===== src/rtl/idle_sync_lanes.sv =====
// Multi-lane COMMA synchroniser / IDLE detector: per-lane ACQ/SYNC FSM, data forwarding, saturating error counts.
// Latency 1 cycle from the sampling edge; no backpressure, in_valid=0 simply holds lane state.
module idle_sync_lanes #(
    parameter int               LANES    = 4,
    parameter int               SYM_W    = 8,
    parameter logic [SYM_W-1:0] COMMA    = 8'hBC,
    parameter logic [SYM_W-1:0] IDLE_SYM = 8'h7C,
    parameter int               SYNC_CNT = 4,
    parameter int               LOSS_CNT = 3,
    parameter int               ERR_W    = 8
) (
    input  logic                   clk_32f,
    input  logic                   reset,
    input  logic                   in_valid,
    input  logic [LANES*SYM_W-1:0] sym_in,
    input  logic [LANES-1:0]       sym_err,
    input  logic                   clr_cnt,
    output logic [LANES-1:0]       sync_ok,
    output logic                   all_sync,
    output logic [LANES-1:0]       idle_out,
    output logic                   all_idle,
    output logic [LANES*SYM_W-1:0] data_out,
    output logic [LANES-1:0]       data_valid,
    output logic [LANES*ERR_W-1:0] err_cnt
);

    localparam int CW = $clog2(SYNC_CNT + 1);
    localparam int BW = $clog2(LOSS_CNT + 1);

    typedef enum logic {
        ACQ  = 1'b0,
        SYNC = 1'b1
    } lane_state_e;

    lane_state_e            state_q     [LANES];
    lane_state_e            state_d     [LANES];
    logic [CW-1:0]          comma_cnt_q [LANES];
    logic [CW-1:0]          comma_cnt_d [LANES];
    logic [BW-1:0]          bad_cnt_q   [LANES];
    logic [BW-1:0]          bad_cnt_d   [LANES];
    logic [ERR_W-1:0]       err_cnt_q   [LANES];
    logic [ERR_W-1:0]       err_cnt_d   [LANES];
    logic [LANES-1:0]       idle_q, idle_d;
    logic [LANES-1:0]       dvld_q, dvld_d;
    logic [LANES*SYM_W-1:0] data_q, data_d;
    logic                   all_sync_q, all_sync_d;
    logic                   all_idle_q, all_idle_d;
    logic [LANES-1:0]       sync_d;

    logic [LANES-1:0]       is_err, is_comma, is_idle, is_data;

    // An errored symbol belongs to no other class, whatever its value.
    for (genvar g = 0; g < LANES; g++) begin : g_lane
        assign is_err[g]   = sym_err[g];
        assign is_comma[g] = !sym_err[g] && (sym_in[g*SYM_W +: SYM_W] == COMMA);
        assign is_idle[g]  = !sym_err[g] && (sym_in[g*SYM_W +: SYM_W] == IDLE_SYM);
        assign is_data[g]  = !sym_err[g] && !is_comma[g] && !is_idle[g];

        assign sync_ok[g]                 = (state_q[g] == SYNC);
        assign err_cnt[g*ERR_W +: ERR_W]  = err_cnt_q[g];
    end

    always_comb begin
        data_d = in_valid ? sym_in : data_q;
        idle_d = '0;
        dvld_d = '0;
        sync_d = '0;
        for (int i = 0; i < LANES; i++) begin
            state_d[i]     = state_q[i];
            comma_cnt_d[i] = comma_cnt_q[i];
            bad_cnt_d[i]   = bad_cnt_q[i];
            err_cnt_d[i]   = err_cnt_q[i];

            if (in_valid) begin
                if (state_q[i] == SYNC) begin
                    idle_d[i] = is_idle[i];
                    dvld_d[i] = is_data[i];
                    if (is_err[i]) begin
                        if (err_cnt_q[i] != '1) begin
                            err_cnt_d[i] = err_cnt_q[i] + ERR_W'(1);
                        end
                        if (bad_cnt_q[i] == BW'(LOSS_CNT - 1)) begin
                            state_d[i]     = ACQ;
                            bad_cnt_d[i]   = '0;
                            comma_cnt_d[i] = '0;
                        end else begin
                            bad_cnt_d[i] = bad_cnt_q[i] + BW'(1);
                        end
                    end else begin
                        bad_cnt_d[i] = '0;
                    end
                end else begin
                    if (is_comma[i]) begin
                        if (comma_cnt_q[i] == CW'(SYNC_CNT - 1)) begin
                            state_d[i]     = SYNC;
                            comma_cnt_d[i] = '0;
                        end else begin
                            comma_cnt_d[i] = comma_cnt_q[i] + CW'(1);
                        end
                    end else begin
                        comma_cnt_d[i] = '0;
                    end
                end
            end

            // Clear beats a same-cycle increment.
            if (clr_cnt) begin
                err_cnt_d[i] = '0;
            end
            sync_d[i] = (state_d[i] == SYNC);
        end
        all_sync_d = &sync_d;
        all_idle_d = &idle_d;
    end

    always_ff @(posedge clk_32f) begin
        if (reset) begin
            for (int i = 0; i < LANES; i++) begin
                state_q[i]     <= ACQ;
                comma_cnt_q[i] <= '0;
                bad_cnt_q[i]   <= '0;
                err_cnt_q[i]   <= '0;
            end
            idle_q     <= '0;
            dvld_q     <= '0;
            data_q     <= '0;
            all_sync_q <= 1'b0;
            all_idle_q <= 1'b0;
        end else begin
            for (int i = 0; i < LANES; i++) begin
                state_q[i]     <= state_d[i];
                comma_cnt_q[i] <= comma_cnt_d[i];
                bad_cnt_q[i]   <= bad_cnt_d[i];
                err_cnt_q[i]   <= err_cnt_d[i];
            end
            idle_q     <= idle_d;
            dvld_q     <= dvld_d;
            data_q     <= data_d;
            all_sync_q <= all_sync_d;
            all_idle_q <= all_idle_d;
        end
    end

    assign idle_out   = idle_q;
    assign data_valid = dvld_q;
    assign data_out   = data_q;
    assign all_sync   = all_sync_q;
    assign all_idle   = all_idle_q;

endmodule


===== config.mk =====
export PLATFORM = sky130hd
export DESIGN_NAME = idle_sync_lanes
export DESIGN_NICKNAME = d
export VERILOG_FILES = /design/src/rtl/idle_sync_lanes.sv
export SDC_FILE = /design/constraint.sdc
export NUM_CORES = 1
export LEC_CHECK = 0
export CAP_MARGIN = 10
export CELL_PAD_IN_SITES_DETAIL_PLACEMENT = 1
export CELL_PAD_IN_SITES_GLOBAL_PLACEMENT = 2
export CORE_MARGIN = 2
export CORE_UTILIZATION = 27
export DETAILED_ROUTE_END_ITERATION = 10
export PLACE_DENSITY = 0.88
export SYNTH_ARGS = -nofsm -noshare
export SYNTH_HDL_FRONTEND = slang
export SYNTH_SLANG_ARGS = --single-unit

===== constraint.sdc =====
create_clock -name clk_32f -period 1.9 [get_ports clk_32f]
set_input_delay 0.38 -clock clk_32f [delete_from_list [all_inputs] [get_ports clk_32f]]
set_output_delay 0.38 -clock clk_32f [all_outputs]
set_load 0.01 [all_outputs]

* After elaboration in Yosys (flattened, before gate mapping) *
Memories as Yosys holds them, arrays and structs flattened.
Cells that the tools add are included.

word-level totals
  memory bits (writable) = 56
  memories = 4
  word-level logic and storage cells = 210
  input port bits = 40
  flip-flop bits (word level) = 42

memory list
  memory       words  width  read ports  clocked after memory_dff  wr ports  line  source
  err_cnt_q    4      8      4           0                         4         41    logic [ERR_W-1:0] err_cnt_q [LANES];
  comma_cnt_q  4      3      4           0                         4         37    logic [CW-1:0] comma_cnt_q [LANES];
  bad_cnt_q    4      2      4           0                         4         39    logic [BW-1:0] bad_cnt_q [LANES];
  state_q      4      1      4           0                         4         35    lane_state_e state_q [LANES];

cells by class
  reduce and logical (&&, ||, !) cells = 34
  equal/unequal tests = 20
  bitwise gates (word level) = 21
  add/sub/neg operators = 12
  muxes and demuxes = 111

operator list
  cell                   number
  $mux W8                24
  $mux W3                28
  $mux W2                20
  $mux W1                39
  $add A8 B1 Y8 const B  4
  $eq A8 B7 Y1 const B   4
  $eq A8 B8 Y1 const B   4
  $ne A8 B8 Y1 const B   4
  $logic_and A1 B1 Y1    16
  $or A1 B1 Y1           16
  $add A3 B1 Y3 const B  4
  $eq A3 B2 Y1 const B   4
  $logic_not A1 Y1       12
  $reduce_or A3 Y1       4
  $add A2 B1 Y2 const B  4
  $eq A2 B2 Y1 const B   4
  $reduce_and A4 Y1      2
  $not A1 Y1             5

* Depth between registers and ports, before layout *
Gate-level depths: netlist (run 1).

  depth in word-level cells = 7
  mapped depth = 6

* Least setup slack after synthesis (run 1) *
Ideal clock, no wire load.

  path type = input to register
  from = input port sym_in[30]
  to = register all_sync_q (netlist: all_sync)
  required time = 1.813 ns
  arrival time = 1.676 ns
  setup slack = 0.137 ns
  library setup time = 0.087 ns
  stages on the path = 4
  buffers on the path = 0
  cells stage by stage = or3b_1 or4b_1 a221oi_2 nor4b_4

between the ends
  cells in the longest elaborated chain, start to end = 6

RTL lines
  item                  line  source
  start, declared       15    input logic [LANES*SYM_W-1:0] sym_in,
  $eq A8 B8 Y1          55    assign is_comma[g] = !sym_err[g] && (sym_in[g*SYM_W +: SYM_W] == COMMA);
  $logic_and A1 B1 Y1   55
  $mux W1               93    if (is_comma[i]) begin
  $mux W1               75    if (state_q[i] == SYNC) begin
  $mux W1               74    if (in_valid) begin
  $reduce_and A4 Y1     112   all_sync_d = &sync_d;
  end signal, assigned  139   all_sync_q <= all_sync_d;
  end, declared         46    logic all_sync_q, all_sync_d;

No other way between the ends.
A chain may end at the register's enable or synchronous reset.

* Worst setup path after layout (run 1) *
  from = input port sym_in[25]
  to = register all_sync_q (netlist: all_sync)

Same word-level chain as after synthesis.

==> impl_results.md, run 1 <==
- Die Area: 16800 um2
- Status: finished, final reports clean
- Max FO, Critical Path: 2
- Max frequency: 534 MHz
- Initial DRC Count: 145
- First-pass GRT wire length: 21700 um
- GRT Overall Usage: 16.5%
- Mean area per synthesized cell: 9.04 um2
- Final Core Density: 41.1%
- Worst path cell trace: clkdlybuf4s50_1, nand4bb_1, or4b_4, a221oi_4, nor4b_4
- Maxcap violations: 0
- Postcts setup bufs: 0
- Cell taking the most area after synthesis: dfxtp_1
- Congestion Overflow GR: 0
- CORE AREA: 15300 um2
- Vias in the first global route: 4293
- Worst-path cell with the longest stage delay: or4b_4
- Final min period: 1.87 ns
- TritonCTS Buffers: 9
- Initial core utilization: 27.9%
- Share of cells above drive strength 1: 12.2%
- Worst setup path startpoint: sym_in[25]
- Crit end category: flip-flop
- DRT Pass-1 Iters: 4
- Clock Pin Slew Worst Setup and Hold Paths: 0.07 ns
- Total Power: 4410 uW
- Ys flop type: dfxtp_1
- Clock Latency Late Sink: 0.35 ns
- Wire length per cell: 16.3 um
- HP Start: in_valid
- Startpoint types: input pin
- Io pins: 118
- Part of the cycle the worst path needs: 98.5%
- Sink Count: 98
- #FFs+latches synth: 98
- Synth async-reset ratio: 0%
- Critical Path RT: 2.17 ns
- Slew margin rel.: 64.9%
- Pins Over Slew Limit: 0
- H-tree Lvls: 3
- Syn nets: 520
- Post-Syn Area: 4270 um2
- Fillers: 1767
- Clock Skew: 0.00792 ns
- Vias: 4123
- Multi-input gate area: 2200 um2
- Hold WS: 0.404 ns
- Deepest clock path buffer count: 2
- Routed WL: 13700 um
- CTS root buffer: clkbuf_16
- Area grow syn2layout: 47.6%
- Slew of the pin with the lowest slew margin: 0.513 ns
- Final number of setup-violating endpoints: 0
- Distinct cells, synth: 53
- Reg2Reg Launch Point: state_q[3]
- Final ANT Viol Nets: 0
- Row cnt: 45
- Post-DP HPWL: 10300 um
- EDFF count, synth: 0
- Leak Pwr: 0.00239 uW
- Die X: 130 um
- CTS tree: done
- Crit Path Class: input pin to flip-flop
- Hold Fails Final Rpt: 0
- Crit path DAT: 2.14 ns
- IO Port Bufs: 117
- CP delay by family, top: simple AND/OR/NAND/NOR gates
- Power Dens Cells: 700 nW/um2
- Worst Path Buf+Inv: 1
- Synth Instances: 472
- Routability cong.: 0.806
- Nets@finish: 673
- Detailed-route DRC error count: 0
- Worst setup margin: 0.0287 ns
- Die extent in y: 130 um
- Maximum vdd drop: 0.000413 V
- Yosys top cell area share: 46.0%
- Hold Buf Count CTS: 0
- Pre-CTS setup slack: -0.442 ns
- Initial antenna violation count: 0
- Hold Crit Class: input pin to flip-flop
- Antenna Cells: 0
- Crit-path max cell delay: 0.60 ns
- Yosys warnings: 0
- FF/Latch Area: 1960 um2
- Register area share after synthesis: 46.0%
- Synth area leaders: dfxtp_1 (46%), mux2i_1 (8.4%), nor2_1 (6.1%), nand2_1 (3.2%), a21oi_1 (2.8%)
- Largest net degree at the start of global routing: 65
- Vias per cell: 4.90
==> cells in the mapped netlist, types with 5 or more instances <==
library cell  count
xnor2_1           8
ha_1              8
xor2_1            6
o21ai_0          10
nand4_1           9
nor2_1           69
a21oi_1          24
inv_1            12
nor3_1           20
mux2i_1          36
or3_1             5
a31oi_1           5
nor4_1            9
and3b_1           5
clkbuf_1         12
nand2_1          36
nand3_1          18
a211oi_1          7
nor3b_1           7
dfxtp_1          98
==> power by group <==
part	switching [uW]	leakage, uW	internal [uW]
registers	22.6	0.000797	2100
logic	208	0.00146	241
clock network	821	0.000136	1020
==> placed cells by master (no fill, tap or decap), drive strengths merged, types with 3 or more instances in the layout <==
cell           synthesis  routed
nor2b                  3       3
and3                   4       4
dfxtp                 98      98
nand2b                 3       3
nor4                   9       9
a2111oi                3       3
clkbuf                12      11
buf                   10      49
nand2                 36      36
nor4b                  3       3
inv                   12      12
nand3                 18      18
a31oi                  5       5
nand4                  9       9
ha                     8       8
nor2                  69      69
xor2                   6       6
o21ai                 10      10
nand4bb                3       3
nor3b                  7       7
or3                    5       5
and3b                  5       5
a41oi                  4       4
nor3                  20      20
or2                    3       3
clkdlybuf4s50          0     113
mux2i                 36      36
xnor2                  8       8
nand3b                 3       3
a211oi                 7       7
o211ai                 4       4
a21oi                 24      24
==> final timing paths <==
check,endpoint,slack [ns],cells past startpoint
worst max-delay path,all_sync,0.03,5
worst min register to register,comma_cnt_q[1][1],0.46,2
worst max register to register,all_sync,0.06,4
worst min-delay path,data_valid[1],0.40,3
==> tightest hold or removal path: cells and delay by family <==
kind	cells	cell delay, ns
buffers and inverters	1	0.15
AND/OR/NAND/NOR	1	0.12
AO/OA/AOI/OAI	1	0.06
==> sequential cells by signal (all words and copies together) (netlist names) <==
name and cells:
all_sync 1, all_idle 1, state_q 4, err_cnt_q 32
data_valid 4, bad_cnt_q 8, data_out 32, idle_out 4
comma_cnt_q 12
==> timing repair <==
action | 4_1_cts | 5_1_grt
resized for setup | 4 | 7
pin swaps | 3 | 1
hold endpoints to repair | 0 | 0
setup endpoints to repair | 1 | 8
==> cell type report <==
class	count	area share, %
Tap cell	211	4.19
Timing Repair Buffer	164	24.4
Sequential cell	98	31.2
Clock inverter	5	0.874
Inverter	12	0.715
Multi-Input combinational cell	340	34.9
Clock buffer	11	3.69
==> kinds of logic (layout without fill, tap and decap cells) <==
kind of cell	count (synthesis)	after routing	synth area share, %
simple gates	209	209	25.3
flops	98	98	46.0
compound gates	72	72	11.3
mux	37	37	8.71
buf+inv	34	192	3.46
xor+xnor	14	14	2.87
fa+ha+maj	8	8	2.35
==> routing by layer <==
layer / routed length (um) / global-route usage, % / share of wire (%)
met5: 0 / 0 / 0
met4: 370 / 7.21 / 2.7
met3: 664 / 3.61 / 4.8
met2: 6500 / 27.6 / 47
met1: 6200 / 20.4 / 45
==> metrics by stage <==
stage,cell area [um2],cells,TNS (ns)
final,6300,841,0
after global routing,6300,841,-0.0267
after CTS,6260,841,0
after detailed placement,5970,825,-3.16
after global placement,5970,825,-1.54
after floorplan,4270,472,0
Power figures use the tool's default switching activity.
==> run 2: changes to the inputs <==
--- a/config.mk
+++ b/config.mk
@@ -11,6 +11,7 @@
 export CORE_MARGIN = 2
 export CORE_UTILIZATION = 27
 export DETAILED_ROUTE_END_ITERATION = 10
+export GPL_TIMING_DRIVEN = 0
 export PLACE_DENSITY = 0.88
 export SYNTH_ARGS = -nofsm -noshare
 export SYNTH_HDL_FRONTEND = slang
==> impl_results.md, run 2 (synthesis gave the netlist of run 1 again) <==
- Status: finished, final reports clean
- GRT Overall Usage: 16.6%
- Maxcap violations: 0
- Congestion Overflow GR: 0
- Worst path cell trace: clkdlybuf4s50_1, nand4bb_4, or4b_1, a221oi_2, nor4b_4
- DRT Pass-1 Iters: 4
- Detailed-route DRC error count: 0
- Final min period: 1.88 ns
- Vias: 4032
- Vias in the first global route: 4236
- Worst Path Buf+Inv: 1
- Slew margin rel.: 53.9%
- Crit end category: flip-flop
- Crit Path Class: input pin to flip-flop
- TritonCTS Buffers: 9
- Pins Over Slew Limit: 0
- Crit-path max cell delay: 0.56 ns
- Worst setup margin: 0.0244 ns
- Die X: 130 um
- Clock Skew: 0.00720 ns
- Startpoint types: input pin
- Io pins: 118
- Most common cell after layout, fill and taps aside: clkdlybuf4s50_1
- Pre-CTS setup slack: -0.713 ns
- Worst-path cell with the longest stage delay: or4b_1
- First-pass GRT wire length: 21800 um
- CTS root buffer: clkbuf_16
- Max FO, Critical Path: 4
- Initial DRC Count: 211
- Largest net degree at the start of global routing: 16
- Hold Crit Class: flip-flop to flip-flop
- Unrepaired setup endpoints after global routing: true
- Die Area: 16800 um2
- Max frequency: 533 MHz
- Final number of setup-violating endpoints: 0
- Vias per cell: 4.95
- Final ANT Viol Nets: 0
- Share of cells above drive strength 1: 8.11%
- Nets@finish: 647
- CORE AREA: 15300 um2
- Hold Fails Final Rpt: 0
- Critical Path RT: 2.16 ns
- Part of the cycle the worst path needs: 98.7%
- Post-DP HPWL: 10200 um
- Power Dens Cells: 735 nW/um2
- CTS tree: done
- Initial core utilization: 27.9%
- IO Port Bufs: 116
- Clock Pin Slew Worst Setup and Hold Paths: 0.07 ns
- Area grow syn2layout: 42.8%
- Most frequent cells in the layout: clkdlybuf4s50_1 (113), dfxtp_1 (94), nor2_1 (69)
- Maximum vdd drop: 0.000421 V
- Deepest clock path buffer count: 2
- Total Neg Setup Slack: 0 ns
- Clock Latency Late Sink: 0.35 ns
- Hold WS: 0.463 ns
- Wire length per cell: 16.5 um
- Crit path DAT: 2.14 ns
- Initial antenna violation count: 0
- Sink Count: 98
- Routed WL: 13500 um
- Row cnt: 45
- Leak Pwr: 0.00225 uW
- Die extent in y: 130 um
- Routability cong.: 0.805
- CP delay by family, top: simple AND/OR/NAND/NOR gates
- H-tree Lvls: 3
- Slew of the pin with the lowest slew margin: 0.687 ns
- Antenna Cells: 0
## run 2: final timing paths
kind                     start                end  slack (ns)  cells past startpoint
min reg2reg  comma_cnt_q[2][1]  comma_cnt_q[2][1]        0.46                      2
max reg2reg         state_q[3]           all_sync        0.06                      4
max                 sym_in[25]           all_sync        0.02                      5
min          comma_cnt_q[2][1]  comma_cnt_q[2][1]        0.46                      2
## run 2: power breakdown
| part | total [uW] | internal, uW | leakage [uW] | switching (uW) |
|---|---|---|---|---|
| combinational | 416 | 213 | 0.00129 | 203 |
| clock | 1940 | 1130 | 0.000159 | 810 |
| sequential | 2120 | 2100 | 0.000798 | 25.2 |
| total | 4470 | 3440 | 0.00225 | 1040 |
## run 2: cell type report
type                       count  area, um2
fill                        1795       9220
multi-input combinational    340       2230
sequential                    98       1970
timing repair buffer         116       1160
clock buffer                  12        267
tap                          211        264
buffer                        22        111
clock inverter                 4       48.8
inverter                      12       45.0
## run 2: per-layer routing
layer	routed length, um	GRT usage (%)
met1	6000	20.3
met5	0	0
met4	156	4.24
met2	6590	28.7
met3	709	4.92
## run 2: worst reg2reg max path, stage by stage (launching register included)
cell and delay [ns]:
dfxtp_2 0.37, or3b_1 0.37, or4b_1 0.50, a221oi_2 0.27
nor4b_4 0.25
## run 2: per-stage QoR
step / area, um2 / instances / util, % / total power (uW)
2_1_floorplan: 4270 / 472 / - / 2340
3_3_place_gp: 5690 / 799 / 37.2 / 2570
3_5_place_dp: 5690 / 799 / 37.2 / 2580
4_1_cts: 6060 / 815 / 39.5 / 4540
5_1_grt: 6090 / 815 / 39.8 / 4680
6_report: 6090 / 815 / 39.8 / 4470
## run 2: timing repair
action                     4_1_cts  5_1_grt
hold buffers                     0        0
setup endpoints to repair       35       24
gates resized for setup         16        9
buffers inserted                 0        0
pin swaps                        1        0
==> edit 1, RTL diff (flow settings as in run 1) <==
Add an input register stage for `in_valid`, `sym_in`, `sym_err` and `clr_cnt`, cleared by the reset; this delays them by one clock. Comments in the files are not updated.
--- a/src/rtl/idle_sync_lanes.sv
+++ b/src/rtl/idle_sync_lanes.sv
@@ -32,6 +32,25 @@
         SYNC = 1'b1
     } lane_state_e;
 
+    logic in_valid_q;
+    logic [LANES*SYM_W-1:0] sym_q;
+    logic [LANES-1:0] sym_err_q;
+    logic clr_cnt_q;
+
+    always_ff @(posedge clk_32f) begin
+        if (reset) begin
+            in_valid_q <= '0;
+            sym_q      <= '0;
+            sym_err_q  <= '0;
+            clr_cnt_q  <= '0;
+        end else begin
+            in_valid_q <= in_valid;
+            sym_q      <= sym_in;
+            sym_err_q  <= sym_err;
+            clr_cnt_q  <= clr_cnt;
+        end
+    end
+
     lane_state_e            state_q     [LANES];
     lane_state_e            state_d     [LANES];
     logic [CW-1:0]          comma_cnt_q [LANES];
@@ -51,17 +70,17 @@
 
     // An errored symbol belongs to no other class, whatever its value.
     for (genvar g = 0; g < LANES; g++) begin : g_lane
-        assign is_err[g]   = sym_err[g];
-        assign is_comma[g] = !sym_err[g] && (sym_in[g*SYM_W +: SYM_W] == COMMA);
-        assign is_idle[g]  = !sym_err[g] && (sym_in[g*SYM_W +: SYM_W] == IDLE_SYM);
-        assign is_data[g]  = !sym_err[g] && !is_comma[g] && !is_idle[g];
+        assign is_err[g]   = sym_err_q[g];
+        assign is_comma[g] = !sym_err_q[g] && (sym_q[g*SYM_W +: SYM_W] == COMMA);
+        assign is_idle[g]  = !sym_err_q[g] && (sym_q[g*SYM_W +: SYM_W] == IDLE_SYM);
+        assign is_data[g]  = !sym_err_q[g] && !is_comma[g] && !is_idle[g];
 
         assign sync_ok[g]                 = (state_q[g] == SYNC);
         assign err_cnt[g*ERR_W +: ERR_W]  = err_cnt_q[g];
     end
 
     always_comb begin
-        data_d = in_valid ? sym_in : data_q;
+        data_d = in_valid_q ? sym_q : data_q;
         idle_d = '0;
         dvld_d = '0;
         sync_d = '0;
@@ -71,7 +90,7 @@
             bad_cnt_d[i]   = bad_cnt_q[i];
             err_cnt_d[i]   = err_cnt_q[i];
 
-            if (in_valid) begin
+            if (in_valid_q) begin
                 if (state_q[i] == SYNC) begin
                     idle_d[i] = is_idle[i];
                     dvld_d[i] = is_data[i];
@@ -104,7 +123,7 @@
             end
 
             // Clear beats a same-cycle increment.
-            if (clr_cnt) begin
+            if (clr_cnt_q) begin
                 err_cnt_d[i] = '0;
             end
             sync_d[i] = (state_d[i] == SYNC);
Formal check against the unedited RTL: not equivalent (Yosys sat finds a counterexample within 4 cycles, from zero or initial values and one cycle with reset high).
==> edit 1 against run 1 <==
Total power grew 54%. Die area rose by 25%. Synthesized area is 26% higher. Synthesized cell count increased by 16%. Cell area increased by 18%. Worst setup slack improved by 0.031 ns. Routed wire length increased by 9.6%. Sequential cell count increased by 38. Critical path type is now flop to primary output. Largest power group is now clock.
==> edit 1: results (changes against run 1) <==
| Metric | Value |
|---|---|
| TritonCTS Buffers | `17 (was 9)` |
| Comb pwr | `341 uW (was 449 uW)` |
| Critical path's largest stage delay | `0.55 ns (was 0.60 ns)` |
| Clock Latency Late Sink | `0.42 ns (was 0.35 ns)` |
| Async S/R FF share, synth | `0% (unchanged)` |
| First-pass GRT wire length | `24,100 um (was 21,700 um)` |
| Largest cells by area after synthesis | `dfxtp_1, mux2i_1, nor2_1 (unchanged)` |
| Port Buffer Count | `117 (unchanged)` |
| Drt total wl | `15,000 um (was 13,700 um)` |
| Routability-driven placement congestion ratio | `0.765 (was 0.806)` |
| Top delay family on crit path | `buffers and inverters (was simple AND/OR/NAND/NOR gates)` |
| Final Skew | `0.00589 ns (was 0.00792 ns)` |
| Via count | `4,493 (was 4,123)` |
| Crit-path slowest cell | `clkdlybuf4s50_1 (was or4b_4)` |
| Mapped Nets | `595 (was 520)` |
| Power Clock | `3.45 mW (was 1.84 mW)` |
| Final nets | `717 (was 673)` |
| Worst Path Arrival | `1.46 ns (was 2.14 ns)` |
| Slew @ Worst Pin | `0.479 ns (was 0.513 ns)` |
| Vias in the first global route | `4,641 (was 4,293)` |
| H-tree Lvls | `4 (was 3)` |
| Sequential area share after synthesis | `50.8% (was 46.0%)` |
| Net switching power | `1.56 mW (was 1.05 mW)` |
| Number of antenna diodes | `0 (unchanged)` |
| Worst vdd ir | `0.000614 V (was 0.000413 V)` |
| Layout cells sized above 1 | `8.94% (was 12.2%)` |
| Synth cell count leaders | `dfxtp_1, nor2_1, nor2b_1, mux2i_1, nand2_1 (was dfxtp_1, nor2_1, mux2i_1, nand2_1, a21oi_1)` |
| Leak | `2.67 nW (was 2.39 nW)` |
| Dpl ws | `0.191 ns (was -0.442 ns)` |
| Number of unique standard cell types used by synthesis | `60 (was 53)` |
| Switching part of the total | `23.1% (was 23.9%)` |
| Post-DP HPWL | `10,800 um (was 10,300 um)` |
| Hold depth | `2 (was 3)` |
| Pin count of the biggest net entering global routing | `105 (was 65)` |
| All-Layer GR Usage | `14.8% (was 16.5%)` |
| Top fanout value on the critical path | `6 (was 2)` |
| Status | `finished, final reports clean (unchanged)` |
| DRC violation total after the first TritonRoute iteration | `180 (was 145)` |
[edit 1: cells by family (layout without fill, tap and decap cells)]
logic type / Yosys count / in the layout / share of synthesized area (%)
simple gates: 244 / 244 / 25.8
flops: 136 / 136 / 50.8
compound gates: 70 / 70 / 8.64
mux: 35 / 35 / 6.54
buf+inv: 35 / 170 / 3.25
xor+xnor: 19 / 19 / 3.11
fa+ha+maj: 8 / 8 / 1.87
[edit 1: metal layers]
| metal | part of all wire [%] | track usage (%) |
|---|---|---|
| met3 | 6.2 | 5.46 |
| met4 | 1.7 | 5.37 |
| met5 | 0 | 0 |
| met2 | 47 | 23.3 |
| met1 | 45 | 18.4 |
[edit 1: worst paths after layout]
path                                  startpoint                        endpoint  slack [ns]
setup / recovery           state_q[0]$_SDFF_PP0_                      sync_ok[0]        0.06
hold / removal                             reset            clr_cnt_q$_SDFF_PP0_        0.21
setup reg to reg            is_err[2]$_SDFF_PP0_             all_sync$_SDFF_PP0_        0.16
hold reg to reg   comma_cnt_q[0][1]$_SDFFE_PP0P_  comma_cnt_q[0][1]$_SDFFE_PP0P_        0.48
[edit 1: worst register-to-register path, cell delays in order (launching register included)]
cell and delay (ns):
dfxtp_1 0.37, or4b_1 0.50, nor4_2 0.37, a21o_1 0.22, nor4b_2 0.19
[edit 1: cell type report]
cell class	instances	area [um2]
Sequential cell	136	2730
Fill cell	2192	12000
Clock buffer	18	429
Timing Repair Buffer	129	1280
Tap cell	265	332
Inverter	9	33.8
Multi-Input combinational cell	376	2460
Clock inverter	14	181
[edit 1: per-stage QoR]
stage                     instance area, um2  std cells
final                                   7450        947
after global routing                    7450        947
after CTS                               7440        947
after detailed placement                6820        915
after global placement                  6820        915
after floorplan                         5360        547
[edit 1: repair_timing]
item,CTS,global route
cloned,0,0
resized for setup,1,7
endpoints found under the setup margin,1,7
==> edit 2, RTL diff (settings of run 1) <==
Without the edit above. Set the parameter `LOSS_CNT` to 6 (it was 3).
--- a/src/rtl/idle_sync_lanes.sv
+++ b/src/rtl/idle_sync_lanes.sv
@@ -6,7 +6,7 @@
     parameter logic [SYM_W-1:0] COMMA    = 8'hBC,
     parameter logic [SYM_W-1:0] IDLE_SYM = 8'h7C,
     parameter int               SYNC_CNT = 4,
-    parameter int               LOSS_CNT = 3,
+    parameter int               LOSS_CNT = 6,
     parameter int               ERR_W    = 8
 ) (
     input  logic                   clk_32f,
Behaviour: no difference found for any inputs over 4 cycles, from zero or initial values and one cycle with reset high; that may be too few to reach the edited logic, so the function may still have changed.
==> edit 2 against run 1 <==
Synthesized cell count up 4.4%. Synthesized area up 5.1%. Worst hold slack better by 0.019 ns. Sequential cell count up 4. Worst setup slack better by 0.0071 ns. Cell count up 5.1%. Sequential power up 4%. Critical path depth down 4. Global-route usage down 0.76 points. Core utilization down 0.85 points. Routed wire length up 0.26%. Total power up 1.9%. Sequential share of layout area down 0.28 points. Cell area up 4.9%.
==> edit 2: results (changes against run 1) <==
| Metric | Value |
|---|---|
| Status | `finished, final reports clean (unchanged)` |
| Dpl ws | `-0.448 ns (was -0.442 ns)` |
| Routability-driven placement congestion ratio | `0.820 (was 0.806)` |
| Finished Layout Cells | `884 (was 841)` |
| Inst Count DP | `867 (was 825)` |
| Post-CTS Resized | `3 (was 4)` |
| Multi-input logic area | `2300 um2 (was 2200 um2)` |
| Synth Area in XOR/XNOR | `3.32% (was 2.87%)` |
| Clock Tree Buf Depth | `2 (unchanged)` |
| Hold depth | `3 (unchanged)` |
| Crit-path slowest cell | `clkdlybuf4s50_1 (was or4b_4)` |
| Worst vdd ir | `0.000406 V (was 0.000413 V)` |
| Via count | `4,291 (was 4,123)` |
| Routed len/inst | `15.6 um (was 16.3 um)` |
| Layout cells sized above 1 | `13.6% (was 12.2%)` |
| Vias in the first global route | `4,494 (was 4,293)` |
| Pin count of the biggest net entering global routing | `34 (was 65)` |
| Mux cell area share after synthesis | `8.26% (was 8.71%)` |
| Final nets | `707 (was 673)` |
| All-Layer GR Usage | `15.7% (was 16.5%)` |
| Number of antenna diodes | `0 (unchanged)` |
| Top fanout value on the critical path | `5 (was 2)` |
| Mapped Nets | `541 (was 520)` |
| Net switching power | `1.12 mW (was 1.05 mW)` |
| Number of unique standard cell types used by synthesis | `52 (was 53)` |
| Leak | `2.55 nW (was 2.39 nW)` |
| Largest cells by area after synthesis | `dfxtp_1, mux2i_1, nor2_1 (unchanged)` |
| Drt pass-1 iters | `4 (unchanged)` |
| Synth Area in Adders | `2.23% (was 2.35%)` |
| DRC violation total after the first TritonRoute iteration | `144 (was 145)` |
| Fillcell total | `1,854 (was 1,767)` |
| Sequential area share after synthesis | `45.5% (was 46.0%)` |
| Slew @ Worst Pin | `0.548 ns (was 0.513 ns)` |
| First-pass GRT wire length | `22,500 um (was 21,700 um)` |
| Critical path's largest stage delay | `around 0.61 ns` |
| Worst Path Arrival | `1.48 ns (was 2.14 ns)` |
| Top delay family on crit path | `buffers and inverters (was simple AND/OR/NAND/NOR gates)` |
| Synth Area in Compound Gates | `12.1% (was 11.3%)` |
| Post-DP HPWL | `10,400 um (was 10,300 um)` |
| Mapped Cells | `493 (was 472)` |
| Combinational power share | `10.7% (was 10.2%)` |
| Synth cell count leaders | `dfxtp_1, nor2_1, mux2i_1, nand2_1, a21oi_1 (unchanged)` |
| Seq group | `2.20 mW (was 2.12 mW)` |
| Total power | `4.49 mW (was 4.41 mW)` |
| Final Skew | `0.00696 ns (was 0.00792 ns)` |
| Area after DPL | `6280 um2 (was 5970 um2)` |
## edit 2: area by class of cell
type | count | share of cell area [%]
clock buffer | 10 | 3.62
clock inverter | 6 | 0.644
inverter | 16 | 0.909
multi-input combinational | 351 | 34.9
sequential | 102 | 30.9
tap | 220 | 4.17
timing repair buffer | 179 | 24.9
## edit 2: routing by layer
layer	part of all wire (%)	vias up	global-route usage (%)
met5	0	-	0
met3	7.2	10	5.75
met1	44	2063	18.8
met4	1.1	0	3.58
met2	47	102	26.8
li1	-	2116	-
## edit 2: worst paths after layout
| path | startpoint | to | slack [ns] |
|---|---|---|---|
| setup / recovery | state_q[1]$_SDFF_PP0_ | sync_ok[1] | 0.04 |
| hold / removal | reset | bad_cnt_q[0][1]$_SDFFE_PP0P_ | 0.42 |
| setup reg to reg | state_q[0]$_SDFF_PP0_ | comma_cnt_q[0][0]$_SDFFE_PP0P_ | 0.08 |
| hold reg to reg | comma_cnt_q[2][2]$_SDFFE_PP0P_ | comma_cnt_q[2][2]$_SDFFE_PP0P_ | 0.46 |
